--- config.mk ---
export PLATFORM = sky130hd
export DESIGN_NAME = sprite_compositor
export DESIGN_NICKNAME = d
export VERILOG_FILES = /design/src/rtl/sprite_pkg.sv /design/src/rtl/background_rom.sv /design/src/rtl/sprite_rom_bank.sv /design/src/rtl/sprite_compositor.sv
export SDC_FILE = /design/constraint.sdc
export NUM_CORES = 1
export LEC_CHECK = 0
export BUFFER_PORTS_ARGS = -buffer_cell sky130_fd_sc_hd__buf_2
export CAP_MARGIN = 15
export CELL_PAD_IN_SITES_DETAIL_PLACEMENT = 1
export CELL_PAD_IN_SITES_GLOBAL_PLACEMENT = 2
export CORE_MARGIN = 3
export CORE_UTILIZATION = 42
export DETAILED_ROUTE_END_ITERATION = 10
export GPL_ROUTABILITY_DRIVEN = 0
export GPL_TIMING_DRIVEN = 0
export PLACE_DENSITY_LB_ADDON = 0.05
export RECOVER_POWER = 50
export SYNTH_ARGS = -nofsm -noshare
export SYNTH_HDL_FRONTEND = slang
export SYNTH_SLANG_ARGS = --single-unit
--- constraint.sdc ---
create_clock -name VGA_CLK -period 2.8 [get_ports VGA_CLK]
set_input_delay 0 -clock VGA_CLK [delete_from_list [all_inputs] [get_ports VGA_CLK]]
set_output_delay 0 -clock VGA_CLK [all_outputs]
set_load 0.01 [all_outputs]
--- src/rtl/sprite_pkg.sv ---
// sprite_pkg: shared widths, sprite record, index-width helper and sprite pixel patterns
package sprite_pkg;
  localparam int CW_DEF = 3;
  localparam int TRANSPARENT_DEF = 0;
  localparam int POS_W = 16;
  typedef struct packed {
    logic [POS_W-1:0] x;
    logic [POS_W-1:0] y;
    logic             show;
  } sprite_t;
  function automatic int idx_w(int n);
    return n > 1 ? $clog2(n) : 1;
  endfunction
  // Sprite 0 keeps offset (1,1) transparent so overlap priority is observable
  function automatic int sprite_pixel(int idx, int ox, int oy);
    return (idx == 0 && ox == 1 && oy == 1) ? 0 : ((idx * 3 + ox + 2 * oy) % 7) + 1;
  endfunction
endpackage

--- src/rtl/background_rom.sv ---
// background_rom: synchronous background image lookup by pixel coordinate
module background_rom #(
  parameter int XW = 8,
  parameter int YW = 7,
  parameter int CW = 3
) (
  input  logic          clk,
  input  logic [XW-1:0] x,
  input  logic [YW-1:0] y,
  output logic [CW-1:0] color
);
  always_ff @(posedge clk) color <= CW'(x ^ XW'(y));
endmodule

--- src/rtl/sprite_rom_bank.sv ---
// sprite_rom_bank: one sprite's pixel ROM, synchronous one-cycle read
module sprite_rom_bank import sprite_pkg::*; #(
  parameter int IDX       = 0,
  parameter int SIZE_LOG2 = 2,
  parameter int CW        = 3
) (
  input  logic                 clk,
  input  logic [SIZE_LOG2-1:0] ox,
  input  logic [SIZE_LOG2-1:0] oy,
  output logic [CW-1:0]        data
);
  localparam int E = 2 ** SIZE_LOG2;
  logic [CW-1:0] mem [E*E];
  for (genvar a = 0; a < E * E; a++) begin : g_mem
    assign mem[a] = CW'(sprite_pixel(IDX, a % E, a / E));
  end
  always_ff @(posedge clk) data <= mem[{oy, ox}];
endmodule

--- src/rtl/sprite_compositor.sv ---
// sprite_compositor: overlays prioritised colour-keyed sprites on the background and flags collisions
module sprite_compositor import sprite_pkg::*; #(
  parameter int NUM_SPRITES = 4,
  parameter int SIZE_LOG2   = 2,
  parameter int XW          = 8,
  parameter int YW          = 7,
  parameter int CW          = CW_DEF,
  parameter logic [CW-1:0] TRANSPARENT = CW'(TRANSPARENT_DEF)
) (
  input  logic                             VGA_CLK,
  input  logic                             reset_n,
  input  logic                             frame_start,
  input  logic                             pix_valid,
  input  logic [XW-1:0]                    xvga,
  input  logic [YW-1:0]                    yvga,
  input  logic                             wr_en,
  input  logic [idx_w(NUM_SPRITES)-1:0]    wr_idx,
  input  logic [XW-1:0]                    wr_x,
  input  logic [YW-1:0]                    wr_y,
  input  logic                             wr_show,
  output logic [CW-1:0]                    color,
  output logic                             color_valid,
  output logic [NUM_SPRITES-1:0]           collision
);
  localparam int N = NUM_SPRITES;
  localparam int EW = POS_W + 1;
  localparam logic [POS_W:0] SPAN = EW'(2 ** SIZE_LOG2);
  sprite_t shadow [N];
  sprite_t active [N];
  logic v1, v2;
  logic [XW-1:0] x1;
  logic [YW-1:0] y1;
  logic [N-1:0] hit1, hit2, opq, acc, contrib;
  logic [N-1:0][CW-1:0] rom;
  logic [CW-1:0] bg, sel;
  logic multi;
  // Active takes the pre-write shadow when a write coincides with frame_start
  always_ff @(posedge VGA_CLK or negedge reset_n)
    if (!reset_n) begin
      shadow <= '{default: '0};
      active <= '{default: '0};
    end else begin
      if (frame_start) active <= shadow;
      if (wr_en && int'(wr_idx) < N) shadow[wr_idx] <= '{x: POS_W'(wr_x), y: POS_W'(wr_y), show: wr_show};
    end
  for (genvar i = 0; i < N; i++) begin : g_spr
    logic [POS_W:0] xe, ye, xa, ya;
    logic [SIZE_LOG2-1:0] ox, oy;
    assign xe = EW'(x1);
    assign ye = EW'(y1);
    assign xa = {1'b0, active[i].x};
    assign ya = {1'b0, active[i].y};
    // Widened compare keeps sprites near the right/bottom edge from wrapping
    assign hit1[i] = active[i].show && xe >= xa && xe < xa + SPAN && ye >= ya && ye < ya + SPAN;
    assign ox = SIZE_LOG2'(xe - xa);
    assign oy = SIZE_LOG2'(ye - ya);
    sprite_rom_bank #(.IDX(i), .SIZE_LOG2(SIZE_LOG2), .CW(CW)) u_rom (
      .clk(VGA_CLK), .ox(ox), .oy(oy), .data(rom[i])
    );
    assign opq[i] = hit2[i] && rom[i] != TRANSPARENT;
  end
  background_rom #(.XW(XW), .YW(YW), .CW(CW)) u_bg (
    .clk(VGA_CLK), .x(x1), .y(y1), .color(bg)
  );
  always_comb begin
    sel = bg;
    for (int i = N - 1; i >= 0; i--) sel = opq[i] ? rom[i] : sel;
  end
  assign multi = |(opq & (opq - N'(1)));
  assign contrib = (v2 && multi) ? opq : '0;
  always_ff @(posedge VGA_CLK or negedge reset_n)
    if (!reset_n) begin
      v1 <= 1'b0;
      x1 <= '0;
      y1 <= '0;
      v2 <= 1'b0;
      hit2 <= '0;
      color <= '0;
      color_valid <= 1'b0;
      acc <= '0;
      collision <= '0;
    end else begin
      v1 <= pix_valid;
      x1 <= xvga;
      y1 <= yvga;
      v2 <= v1;
      hit2 <= hit1;
      color <= sel;
      color_valid <= v2;
      acc <= frame_start ? '0 : acc | contrib;
      if (frame_start) collision <= acc | contrib;
    end
endmodule

Yosys cells after proc, flatten, opt, wreduce, memory -nomap -nowiden
Memories as Yosys holds them, arrays and structs flattened. A register that Yosys moved wholly into a read port is not among the register bits.
Index checks and enable logic that the tools add are counted.
{"block": "totals", "mem_bits_ro": 192, "in_bits": 38, "mem_count": 4, "out_inout_bits": 8, "elab_cells": 117, "register_bits": 300}
{"name": "(name not given)", "depth": 16, "width": 3, "rd": 1, "rd_clocked_by_memory_dff": 1, "write_ports": 0, "line_no": "sprite_rom_bank.sv:17", "source": "always_ff @(posedge clk) data <= mem[{oy, ox}];"}
{"name": "(name not given)", "depth": 16, "width": 3, "rd": 1, "rd_clocked_by_memory_dff": 1, "write_ports": 0, "line_no": "sprite_rom_bank.sv:17"}
{"name": "(name not given)", "depth": 16, "width": 3, "rd": 1, "rd_clocked_by_memory_dff": 1, "write_ports": 0, "line_no": "sprite_rom_bank.sv:17"}
{"name": "(name not given)", "depth": 16, "width": 3, "rd": 1, "rd_clocked_by_memory_dff": 1, "write_ports": 0, "line_no": "sprite_rom_bank.sv:17"}
{"block": "op_classes", "n_addsub": 17, "n_mux": 9, "bitwise": 8, "n_lt_le_gt_ge": 18, "n_reduce_logical": 27}
{"operator": "$add A16 B3 Y17 const B", "count": 8}
{"operator": "$bwmux W132", "count": 1}
{"operator": "$lt A7 B17 Y1", "count": 4}
{"operator": "$lt A8 B17 Y1", "count": 4}
{"operator": "$demux W33 S2", "count": 1}
{"operator": "$ge A7 B16 Y1", "count": 4}
{"operator": "$ge A8 B16 Y1", "count": 4}
{"operator": "$mux W33", "count": 1}
{"operator": "$logic_and A1 B1 Y1", "count": 22}
{"operator": "$not A4 Y5", "count": 4}
{"operator": "$sub A2 B2 Y2", "count": 8}
{"operator": "$mux W3", "count": 4}
{"operator": "$reduce_bool A3 Y1", "count": 4}
{"operator": "$mux W4", "count": 2}
{"operator": "$and A4 B4 Y4", "count": 1}
{"operator": "$or A4 B4 Y4", "count": 1}
{"operator": "$reduce_or A4 Y1", "count": 1}
{"operator": "$sub A4 B1 Y4 const B", "count": 1}
{"operator": "$ge A3 B3 Y1 const B", "count": 1}
{"operator": "$lt A3 B1 Y1 const B", "count": 1}
{"operator": "$not A2 Y3", "count": 1}
{"operator": "$xor A3 B3 Y3", "count": 1}

Longest topological paths before layout
Gate-level depths: netlist (run 1).
{"block": "depth", "word_depth": 9, "ltp_mapped": 10, "ltp_nobuf": 10}

By module
Synthesis (run 1) repeated with hierarchy kept, for this count alone.
{"block": "unflattened", "hier_cells": 913, "area_unflattened_um2": 9781.9}
{"mod": "sprite_compositor", "instances": 1, "cells_each": 823, "seq_area_each_um2": 4028.9, "area_each_um2": 8877.3}
{"mod": "sprite_rom_bank (g_spr[3].u_rom)", "instances": 1, "cells_each": 25, "seq_area_each_um2": 60.1, "area_each_um2": 220.2}
{"mod": "sprite_rom_bank (g_spr[1].u_rom)", "instances": 1, "cells_each": 18, "seq_area_each_um2": 60.1, "area_each_um2": 207.7}
{"mod": "sprite_rom_bank (g_spr[0].u_rom)", "instances": 1, "cells_each": 18, "seq_area_each_um2": 60.1, "area_each_um2": 202.7}
{"mod": "sprite_rom_bank (g_spr[2].u_rom)", "instances": 1, "cells_each": 23, "seq_area_each_um2": 60.1, "area_each_um2": 187.7}
{"mod": "background_rom", "instances": 1, "cells_each": 6, "seq_area_each_um2": 60.1, "area_each_um2": 86.3}

Worst setup path after synthesis (run 1)
Ideal clock, no wire load.
{"block": "synth_timing", "kind": "register -> register", "start": "register x1[0]", "end": "register g_spr[0].u_rom.data[2]", "period_less_slack_ps": 2005, "path_stages_with_launch": 8, "setup_ps": 134, "path_buffers": 0, "slack_ps": 795, "required_ps": 2666, "arrival_ps": 1871, "path_cell_list": "dfrtp_1 -> inv_1 -> ha_1 -> inv_1 -> fa_1 -> inv_1 -> ha_1 -> mux4_2"}
{"block": "synth_via", "elab_chain_len": 2}
{"element": "from (decl)", "line_no": "sprite_compositor.sv:31", "source": "logic [XW-1:0] x1;"}
{"element": "from (signal assigned)", "line_no": "sprite_compositor.sv:84", "source": "x1 <= xvga;"}
{"element": "$sub A2 B2 Y2", "line_no": "sprite_compositor.sv:55", "source": "assign ox = SIZE_LOG2'(xe - xa);"}
{"element": "$not A4 Y5 (implied by the code)", "line_no": "sprite_rom_bank.sv:17"}
{"element": "to (decl)", "line_no": "sprite_rom_bank.sv:10", "source": "output logic [CW-1:0] data"}
Every way passes these cells.
A chain may end at the register's enable or synchronous reset.

Worst setup path after layout (run 1)
{"block": "layout_timing", "start": "register x1[0]", "end": "register g_spr[1].u_rom.data[0]"}
{"block": "layout_via", "elab_chain_len": 2}
{"element": "$sub A2 B2 Y2", "line_no": "sprite_compositor.sv:55"}
{"element": "$not A4 Y5 (implied by the code)", "line_no": "sprite_rom_bank.sv:17"}
{"element": "to (decl)", "line_no": "sprite_rom_bank.sv:10"}
Every way passes these cells.

==> impl_metrics.json, run 1 <==
{
  "crit_buf_inv": 2,
  "holdPathEnd": "active[38]",
  "cpPeakStageDelay_ns": 0.52,
  "grt_max_degree": 101,
  "cp-start-kind": "flip-flop",
  "hpwl_um": 19960,
  "yosys.area.top_type": "dfrtp_1",
  "die-area_um2": 24890,
  "synth_area_leaders": "dfrtp_1, ha_1, mux2_2",
  "worst_pin_slew_ns": 1.630,
  "cp_top_family": "adder cells",
  "antenna_found_initial": 0,
  "htreeDepth": 4,
  "finalSetupTns_ns": 0,
  "synth_ff_type": "dfrtp_1",
  "status": "complete, but fails checks",
  "routed_via_density": 5.514,
  "die_w_um": 157.8,
  "synthDistinctLibCells": 48,
  "end_kind": "flip-flop",
  "setup_viol": 0,
  "min_from": "frame_start",
  "synthXorXnorAreaFrac_pct": 2.897,
  "met2WireLength_um": 13140,
  "slew_headroom_pct": -8.636,
  "topRoutingLayerUsed": "met4",
  "cp.arrival_ns": 2.83,
  "worstPathCellList": "inv_1 -> ha_1 -> inv_1 -> fa_1 -> ha_1 -> mux2_2 -> o21ai_0",
  "regToRegEndpoint": "g_spr[1].u_rom.data[0]",
  "cts_root_buf": "clkbuf_16",
  "ioPinCount": 46,
  "power_density_nw_per_um2": 735.3,
  "report.final.slew_viol_count": 62,
  "dr.first_iter.drc_count": 274,
  "hold_violations": 0,
  "period_needed_ns": 2.539,
  "violations": "max-capacitance violations, max-slew violations",
  "cp_slowest_cell": "fa_1",
  "ys.warnings.count": 0,
  "vias": 7097,
  "multiInputGateArea_um2": 4917,
  "path_class": "flip-flop to flip-flop",
  "cts.sinks": 176,
  "finalClockSkew_ns": 0.01103,
  "wl_met1_um": 12110,
  "grt-ovfl-total": 0,
  "drc": 0,
  "synth-edff-count": 0,
  "layout.area.seq_um2": 4329,
  "drt_first_pass_iters": 4,
  "max-clock-path-buffers": 2,
  "ff2ff_setup_slack_ns": 0.26,
  "rr_worst_depth": 7,
  "path_max_fanout": 4,
  "grt_usage_pct": 22.37,
  "synthSimpleGateAreaFrac_pct": 7.813,
  "drive_above_1_share_pct": 15.69,
  "cts_resized": 0,
  "worstHoldPathCells": 2,
  "ys_seq_area_share_pct": 44.75,
  "cts_buffers": 17,
  "initial_core_util_pct": 43.52,
  "fin_crit_sh_pct": 90.69,
  "wirelength_um": 26370,
  "max_freq_ghz": 0.3938,
  "antennaDiodeCount": 0,
  "route.met3.wl_um": 581,
  "coreArea_um2": 22230,
  "p_leak_nw": 5.173,
  "synthCells": 897,
  "synth_compound_area_share_pct": 12.51,
  "final_cell_count_no_fill": 1287,
  "clk_pin_slew_ns": 0.07,
  "hp-class": "primary input to flip-flop",
  "synth-async-reset-ratio_pct": 91.48,
  "r2r_start": "x1[0]",
  "synthAdderAreaFrac_pct": 18.21,
  "rows": 54,
  "synth_top_family_by_area": "adder cells",
  "rsz0062_at_grt": "no",
  "peakVddDrop_v": 0.0004025,
  "total_power_w": 0.008207,
  "ant_nets": 0,
  "required_ns": 3.09,
  "num-nets-final": 1168,
  "io_buffer_count": 44,
  "grt_pass1_vias": 7897,
  "syn_area_per_cell_um2": 10.78,
  "cts_tree": "yes",
  "area_growth_pct": 15.38,
  "wire_per_inst_um": 20.49,
  "muxShareOfSynthArea_pct": 9.520,
  "dieHeight_um": 157.8,
  "insertion_delay_ns": 0.44,
  "synth_nets": 1071,
  "drv.max_cap_violation_count": 1,
  "synth_top_area_share_pct": 41.65,
  "nFillCells": 2415,
  "ys_ff_latch": 176,
  "grt_pass1_wl_um": 42380,
  "place_inst": 1222,
  "synthesis.area_um2": 9673
}
-- worst max-delay path by stage --
stage,start,slack (ns),cells after the start,end
final,x1[0],0.26,7,g_spr[1].u_rom.data[0]
after global routing,y1[0],0.16,7,g_spr[3].u_rom.data[0]
after CTS,x1[0],0.27,7,g_spr[1].u_rom.data[0]
after detailed placement,x1[0],0.31,7,g_spr[1].u_rom.data[0]
after global placement,reset_n,-0.72,1,shadow[55]
after floorplan,x1[0],0.80,7,g_spr[0].u_rom.data[2]
-- cell usage after synthesis, types with 6 or more instances --
cell type,instances
fa_1,8
mux2_2,78
dfxtp_1,15
o21a_1,7
xnor2_1,29
ha_1,128
a21oi_1,36
dfrtp_1,161
clkbuf_1,11
a31oi_1,11
a211oi_1,11
a21o_1,7
inv_1,89
o211ai_1,9
nor3_1,6
o21ai_0,84
nor2_1,18
nand2b_1,10
nand2_1,83
nand3_1,29
-- kinds of logic after synthesis --
kind of cell | Yosys count
AND/OR/NAND/NOR | 165
AO/OA/AOI/OAI | 199
multiplexers | 81
adder cells (fa/ha/maj) | 136
XOR/XNOR | 32
flip-flops | 176
buffers and inverters | 108
-- registers in the layout (all words and copies together) (netlist names) --
name and cells:
acc 4, v2 1, shadow 64, color_valid 1, color 3, hit2 4, v1 1, active 64
x1 8, g_spr.u_rom.data 12, u_bg.color 3, collision 4, y1 7
-- final cells by class --
| cell class | instances | share of cell area [%] |
|---|---|---|
| Multi-Input combinational cell | 613 | 44.06 |
| Sequential cell | 176 | 38.79 |
| Timing Repair Buffer | 78 | 5.157 |
| Clock buffer | 18 | 3.935 |
| Tap cell | 280 | 3.139 |
| Inverter | 89 | 2.993 |
| Clock inverter | 14 | 1.256 |
| Buffer | 19 | 0.6726 |
-- metal layers --
metal  vias up  GRT usage (%)
met1      3610          29.02
met3        37          2.870
met4         0          7.025
met2        86          39.00
met5         -              0
li1       3364              -
-- metrics by stage --
stage / hold slack (ns) / util, % / cell area (um^2) / worst slack (ns)
global placement: 0.1078 / 46.08 / 10240 / -0.7248
CTS: 0.001827 / 50.34 / 11190 / 0.2738
global route: 0.05923 / 50.21 / 11160 / 0.1595
finish: 0.02497 / 50.21 / 11160 / 0.2607
floorplan: -0.2956 / - / 9673 / 0.7951
detailed placement: -0.03192 / 46.25 / 10280 / 0.3141
-- report_power, final --
part | internal, W | total [W] | switching (W)
sequential | 0.00303 | 0.00340 | 0.000375
combinational | 0.00108 | 0.00240 | 0.00133
clock | 0.00128 | 0.00240 | 0.00112
total | 0.00539 | 0.00821 | 0.00282
-- timing repair --
action	CTS	global route
hold buffers	33	0
buffers inserted	0	0
hold endpoints to repair	143	0
-- cell usage in the layout, fill, tap and decap left out, types with 4 or more instances in the layout --
master,instances
a21oi_1,36
inv_1,89
inv_6,8
clkbuf_16,17
mux2_2,78
a31oi_1,11
o21ai_0,84
dfxtp_1,15
ha_1,128
a221o_1,4
nand4_1,5
nor4_1,5
nand3_1,29
a22o_1,4
dfrtp_1,161
a21o_1,7
fa_1,8
nand2_1,83
nor3_1,6
o31a_1,4
xnor2_1,29
dlygate4sd3_1,33
clkbuf_1,17
o211ai_1,9
a211oi_1,11
nor2_1,18
o21a_1,7
buf_2,44
nand2b_1,10
Note: power is estimated with default switching activity, not from simulation.
==> run 2: changes to the inputs <==
--- a/config.mk
+++ b/config.mk
@@ -14,6 +14,7 @@
 export DETAILED_ROUTE_END_ITERATION = 10
 export GPL_ROUTABILITY_DRIVEN = 0
 export GPL_TIMING_DRIVEN = 0
+export MAX_ROUTING_LAYER = met4
 export PLACE_DENSITY_LB_ADDON = 0.05
 export RECOVER_POWER = 50
 export SYNTH_ARGS = -nofsm -noshare
==> impl_metrics.json, run 2 (synthesis results as in run 1) <==
{
  "status": "complete, but fails checks",
  "violations": "max-capacitance violations, max-slew violations",
  "stdcell_area_um2": 11160,
  "required_ns": 3.09,
  "total_power_w": 0.008206,
  "layout.area.seq_um2": 4329,
  "ff2ff_setup_slack_ns": 0.26,
  "area_growth_pct": 15.38,
  "grt_pass1_vias": 7885,
  "max_freq_ghz": 0.3936,
  "worst_pin_slew_ns": 1.635,
  "drive_above_1_share_pct": 15.69,
  "cts_buffers": 17,
  "cp_top_family": "adder cells",
  "cts_root_buf": "clkbuf_16",
  "final_cell_mix": "dfrtp_1, ha_1, inv_1",
  "path_class": "flip-flop to flip-flop",
  "cp_slowest_cell": "fa_1",
  "antennaDiodeCount": 0,
  "clk_pin_slew_ns": 0.07,
  "cp.arrival_ns": 2.83,
  "peakVddDrop_v": 0.0004043,
  "slew_headroom_pct": -8.985,
  "hp-class": "primary input to flip-flop",
  "pre_cts_slack_ns": 0.3141,
  "num-nets-final": 1168,
  "multiInputGateArea_um2": 4917,
  "cts_resized": 0,
  "crit_buf_inv": 2,
  "fin_crit_sh_pct": 90.75,
  "path_max_fanout": 4,
  "layout_setup_ws_ns": 0.2591,
  "r2r_start": "x1[0]",
  "wire_per_inst_um": 20.50,
  "power_density_nw_per_um2": 735.3,
  "htreeDepth": 4,
  "cpPeakStageDelay_ns": 0.52,
  "coreArea_um2": 22230,
  "ant_nets": 0,
  "met2WireLength_um": 13050,
  "vias": 7056,
  "drc": 0,
  "rsz0062_at_grt": "no",
  "reg_top3": "active: 64 flops, shadow: 64 flops, g_spr.u_rom.data: 12 flops",
  "hpwl_um": 19960,
  "drt_first_pass_iters": 4,
  "period_needed_ns": 2.541,
  "dr.first_iter.drc_count": 256,
  "finalSetupTns_ns": 0,
  "routed_via_density": 5.483,
  "holdPathEnd": "active[54]",
  "p_leak_nw": 5.173,
  "ioPinCount": 46,
  "antenna_found_initial": 0,
  "die_w_um": 157.8,
  "grt_max_degree": 101,
  "max-clock-path-buffers": 2,
  "regToRegEndpoint": "g_spr[1].u_rom.data[0]",
  "dieHeight_um": 157.8,
  "wirelength_um": 26380,
  "grt_pass1_wl_um": 42390,
  "setup_viol": 0,
  "wl_met1_um": 12130,
  "grt_usage_pct": 23.02,
  "finalClockSkew_ns": 0.01031,
  "io_buffer_count": 44,
  "hold_violations": 0,
  "die-area_um2": 24890,
  "nFillCells": 2415,
  "end_kind": "flip-flop",
  "fin_hold_ws_ns": 0.03214,
  "insertion_delay_ns": 0.44,
  "cts.sinks": 176,
  "topRoutingLayerUsed": "met4",
  "grt-ovfl-total": 0,
  "rr_worst_depth": 7,
  "layout_commonest_cell": "dfrtp_1",
  "initial_core_util_pct": 43.52,
  "min_from": "frame_start",
  "report.final.slew_viol_count": 62,
  "rows": 54,
  "cts_tree": "yes",
  "route.met3.wl_um": 663,
  "cp-start-kind": "flip-flop",
  "worstHoldPathCells": 2,
  "cts_setup_buffers": 0,
  "place_area_um2": 10280,
  "worstPathCellList": "inv_1 -> ha_1 -> inv_1 -> fa_1 -> ha_1 -> mux2_2 -> o21ai_0",
  "drv.max_cap_violation_count": 1
}
## run 2: cell counts in the layout (fill, tap and decap cells not counted)
No cell type changed its count.
## run 2: final cells by class
cell class	instances	share of cell area, %
Buffer	19	0.6726
Clock buffer	18	3.935
Clock inverter	14	1.256
Inverter	89	2.993
Multi-Input combinational cell	613	44.06
Sequential cell	176	38.79
Tap cell	280	3.139
Timing Repair Buffer	78	5.157
## run 2: how the worst max path moves through the flow
| stage | startpoint | to | slack (ns) | cells after the start |
|---|---|---|---|---|
| 3_3_place_gp | reset_n | shadow[55] | -0.72 | 1 |
| 6_report | x1[0] | g_spr[1].u_rom.data[0] | 0.26 | 7 |
| 5_1_grt | y1[0] | g_spr[3].u_rom.data[0] | 0.16 | 7 |
| 4_1_cts | x1[0] | g_spr[1].u_rom.data[0] | 0.27 | 7 |
| 2_1_floorplan | x1[0] | g_spr[0].u_rom.data[2] | 0.80 | 7 |
| 3_5_place_dp | x1[0] | g_spr[1].u_rom.data[0] | 0.31 | 7 |
## run 2: where the power goes
part	switching [W]	total, W	internal, W
registers	0.000373	0.00340	0.00303
clock network	0.00112	0.00240	0.00128
logic	0.00132	0.00240	0.00107
## run 2: what timing repair did
item                                    CTS  global route
hold buffers                             33             0
endpoints found under the hold margin   143             0
endpoints found under the setup margin    0             0
## run 2: layer usage
| layer | track usage (%) | vias up |
|---|---|---|
| met2 | 38.96 | 89 |
| li1 | - | 3356 |
| met3 | 2.952 | 34 |
| met1 | 29.02 | 3577 |
| met4 | 6.777 | 0 |
| met5 | - | - |
## run 2: per-stage QoR
stage,instances,utilization (%)
2_1_floorplan,897,-
3_3_place_gp,1221,46.08
3_5_place_dp,1222,46.25
4_1_cts,1287,50.34
5_1_grt,1287,50.21
6_report,1287,50.21
==> run 3: changes to the inputs <==
--- a/config.mk
+++ b/config.mk
@@ -13,7 +13,7 @@
 export CORE_UTILIZATION = 42
 export DETAILED_ROUTE_END_ITERATION = 10
 export GPL_ROUTABILITY_DRIVEN = 0
-export GPL_TIMING_DRIVEN = 0
+export GPL_TIMING_DRIVEN = 1
 export MAX_ROUTING_LAYER = met4
 export PLACE_DENSITY_LB_ADDON = 0.05
 export RECOVER_POWER = 50
==> impl_metrics.json, run 3 (synthesis results as in run 1) <==
{
  "finalSetupTns_ns": 0,
  "drc": 0,
  "clockPowerShare_pct": 30.9,
  "wire_per_inst_um": 20.35,
  "fin_crit_sh_pct": 86.03,
  "setup_viol": 0,
  "htreeDepth": 4,
  "grt_pass1_wl_um": 43060,
  "ant_nets": 0,
  "routed_via_density": 5.480,
  "reg_top3": "active: 64 flops, shadow: 64 flops, g_spr.u_rom.data: 12 flops",
  "cp.arrival_ns": 2.73,
  "critPathLaunch": "active[19]",
  "grt-ovfl-total": 0,
  "multiInputGateArea_um2": 4928,
  "insertion_delay_ns": 0.44,
  "num-nets-final": 1160,
  "hpwl_um": 19810,
  "drt_first_pass_iters": 4,
  "cp-endpoint": "hit2[3]",
  "cp-start-kind": "flip-flop",
  "grt_usage_pct": 23.13,
  "cpPeakStageDelay_ns": 0.42,
  "dr.first_iter.drc_count": 295,
  "path_max_fanout": 5,
  "p_leak_nw": 5.210,
  "required_ns": 3.12,
  "worstPathCellList": "ha_1 -> nand3_1 -> xnor2_1 -> ha_1 -> a22o_1 -> nor4_1 -> o21a_1 -> o21ai_0 -> nor4_1",
  "initial_core_util_pct": 43.52,
  "p_comb_share_pct": 28.6,
  "dieHeight_um": 157.8,
  "worst_pin_slew_ns": 1.975,
  "die-area_um2": 24890,
  "path_class": "flip-flop to flip-flop",
  "cts_tree": "yes",
  "power_density_nw_per_um2": 747.3,
  "wirelength_um": 26030,
  "intPower_w": 0.005565,
  "layout.area.seq_um2": 4329,
  "violations": "max-capacitance violations, max-slew violations",
  "io_buffer_count": 45,
  "switching_power_w": 0.002828,
  "pwr-share-seq_pct": 40.5,
  "p_sw_share_pct": 33.70,
  "final_cell_mix": "dfrtp_1, ha_1, inv_1",
  "report.final.slew_viol_count": 74,
  "nFillCells": 2414,
  "clk_pin_slew_ns": 0.07,
  "rr_worst_depth": 9,
  "slew_headroom_pct": -31.66,
  "place_area_um2": 10280,
  "drv.max_cap_violation_count": 1,
  "rows": 54,
  "grt_max_degree": 75,
  "antenna_found_initial": 0,
  "rsz0062_at_grt": "no",
  "vias": 7009,
  "layout_commonest_cell": "dfrtp_1",
  "ff2ff_setup_slack_ns": 0.39,
  "hp-class": "primary input to flip-flop",
  "die_w_um": 157.8,
  "hold_violations": 0,
  "worstHoldPathCells": 3,
  "cts_root_buf": "clkbuf_16",
  "busiest_layer": "met2",
  "max-clock-path-buffers": 2,
  "coreArea_um2": 22230,
  "met2_usage_pct": 37.31,
  "drive_above_1_share_pct": 16.02,
  "period_needed_ns": 2.409,
  "cp_slowest_cell": "dfrtp_1",
  "end_kind": "flip-flop",
  "finalClockSkew_ns": 0.01017,
  "grt.met1_usage_pct": 30.93,
  "peakVddDrop_v": 0.0002703,
  "grt_use_met3_pct": 3.581,
  "status": "complete, but fails checks",
  "cts.sinks": 176,
  "max_freq_ghz": 0.4151,
  "stdcell_area_um2": 11230,
  "ioPinCount": 46,
  "antennaDiodeCount": 0,
  "grt_pass1_vias": 7863,
  "area_growth_pct": 16.10,
  "regToRegEndpoint": "hit2[3]",
  "cts_setup_buffers": 0,
  "cts_buffers": 17,
  "r2r_start": "active[19]"
}
==> run 3: worst min-delay path by stage <==
stage / from / to / slack, ns
2_1_floorplan: reset_n / acc[0] / -0.30
3_3_place_gp: reset_n / color_valid / 0.08
3_5_place_dp: reset_n / color_valid / 0.09
4_1_cts: wr_en / shadow[34] / 0.04
5_1_grt: wr_en / shadow[34] / 0.06
6_report: wr_en / shadow[34] / 0.06
==> run 3: power by group through the flow <==
stage | logic [W] | registers, W | clock network (W)
after global placement | 0.00222 | 0.00342 | 0
after detailed placement | 0.00237 | 0.00345 | 0
after global routing | 0.00275 | 0.00347 | 0.00279
final | 0.00240 | 0.00340 | 0.00260
after floorplan | 0.00165 | 0.00333 | 0
after CTS | 0.00244 | 0.00340 | 0.00266
==> run 3: final cells by class <==
type | count | area share (%)
Timing Repair Buffer | 89 | 5.815
Sequential cell | 176 | 38.55
Clock inverter | 15 | 1.872
Multi-Input combinational cell | 613 | 43.88
Tap cell | 280 | 3.119
Clock buffer | 17 | 3.788
Inverter | 89 | 2.975
==> run 3: metal layers <==
layer	up-vias	part of all wire, %
li1	3343	-
met3	28	2.3
met5	-	0
met4	0	1.4
met1	3563	48
met2	75	48
==> run 3: what timing repair did <==
item | in CTS | in global routing
resized for setup | 0 | 0
endpoints found under the hold margin | 161 | 0
hold buffers | 34 | 0
==> run 3: through the flow <==
stage	hold WS (ns)	total power (W)	instances	worst slack [ns]	utilization (%)
finish	0.05638	0.008393	1279	0.3911	50.52
floorplan	-0.2956	0.004974	897	0.7951	-
global placement	0.07721	0.005640	1213	0.4687	46.23
global route	0.05552	0.009012	1279	0.1330	50.52
CTS	0.03711	0.008493	1279	0.3565	50.62
detailed placement	0.08930	0.005815	1213	0.3769	46.23
==> run 3: critical path: cells and delay by family, from the launching register on <==
family	cells	cell delay [ns]
simple gates	3	0.65
fa+ha+maj	2	0.54
xor+xnor	1	0.16
flops	1	0.42
compound gates	3	0.52
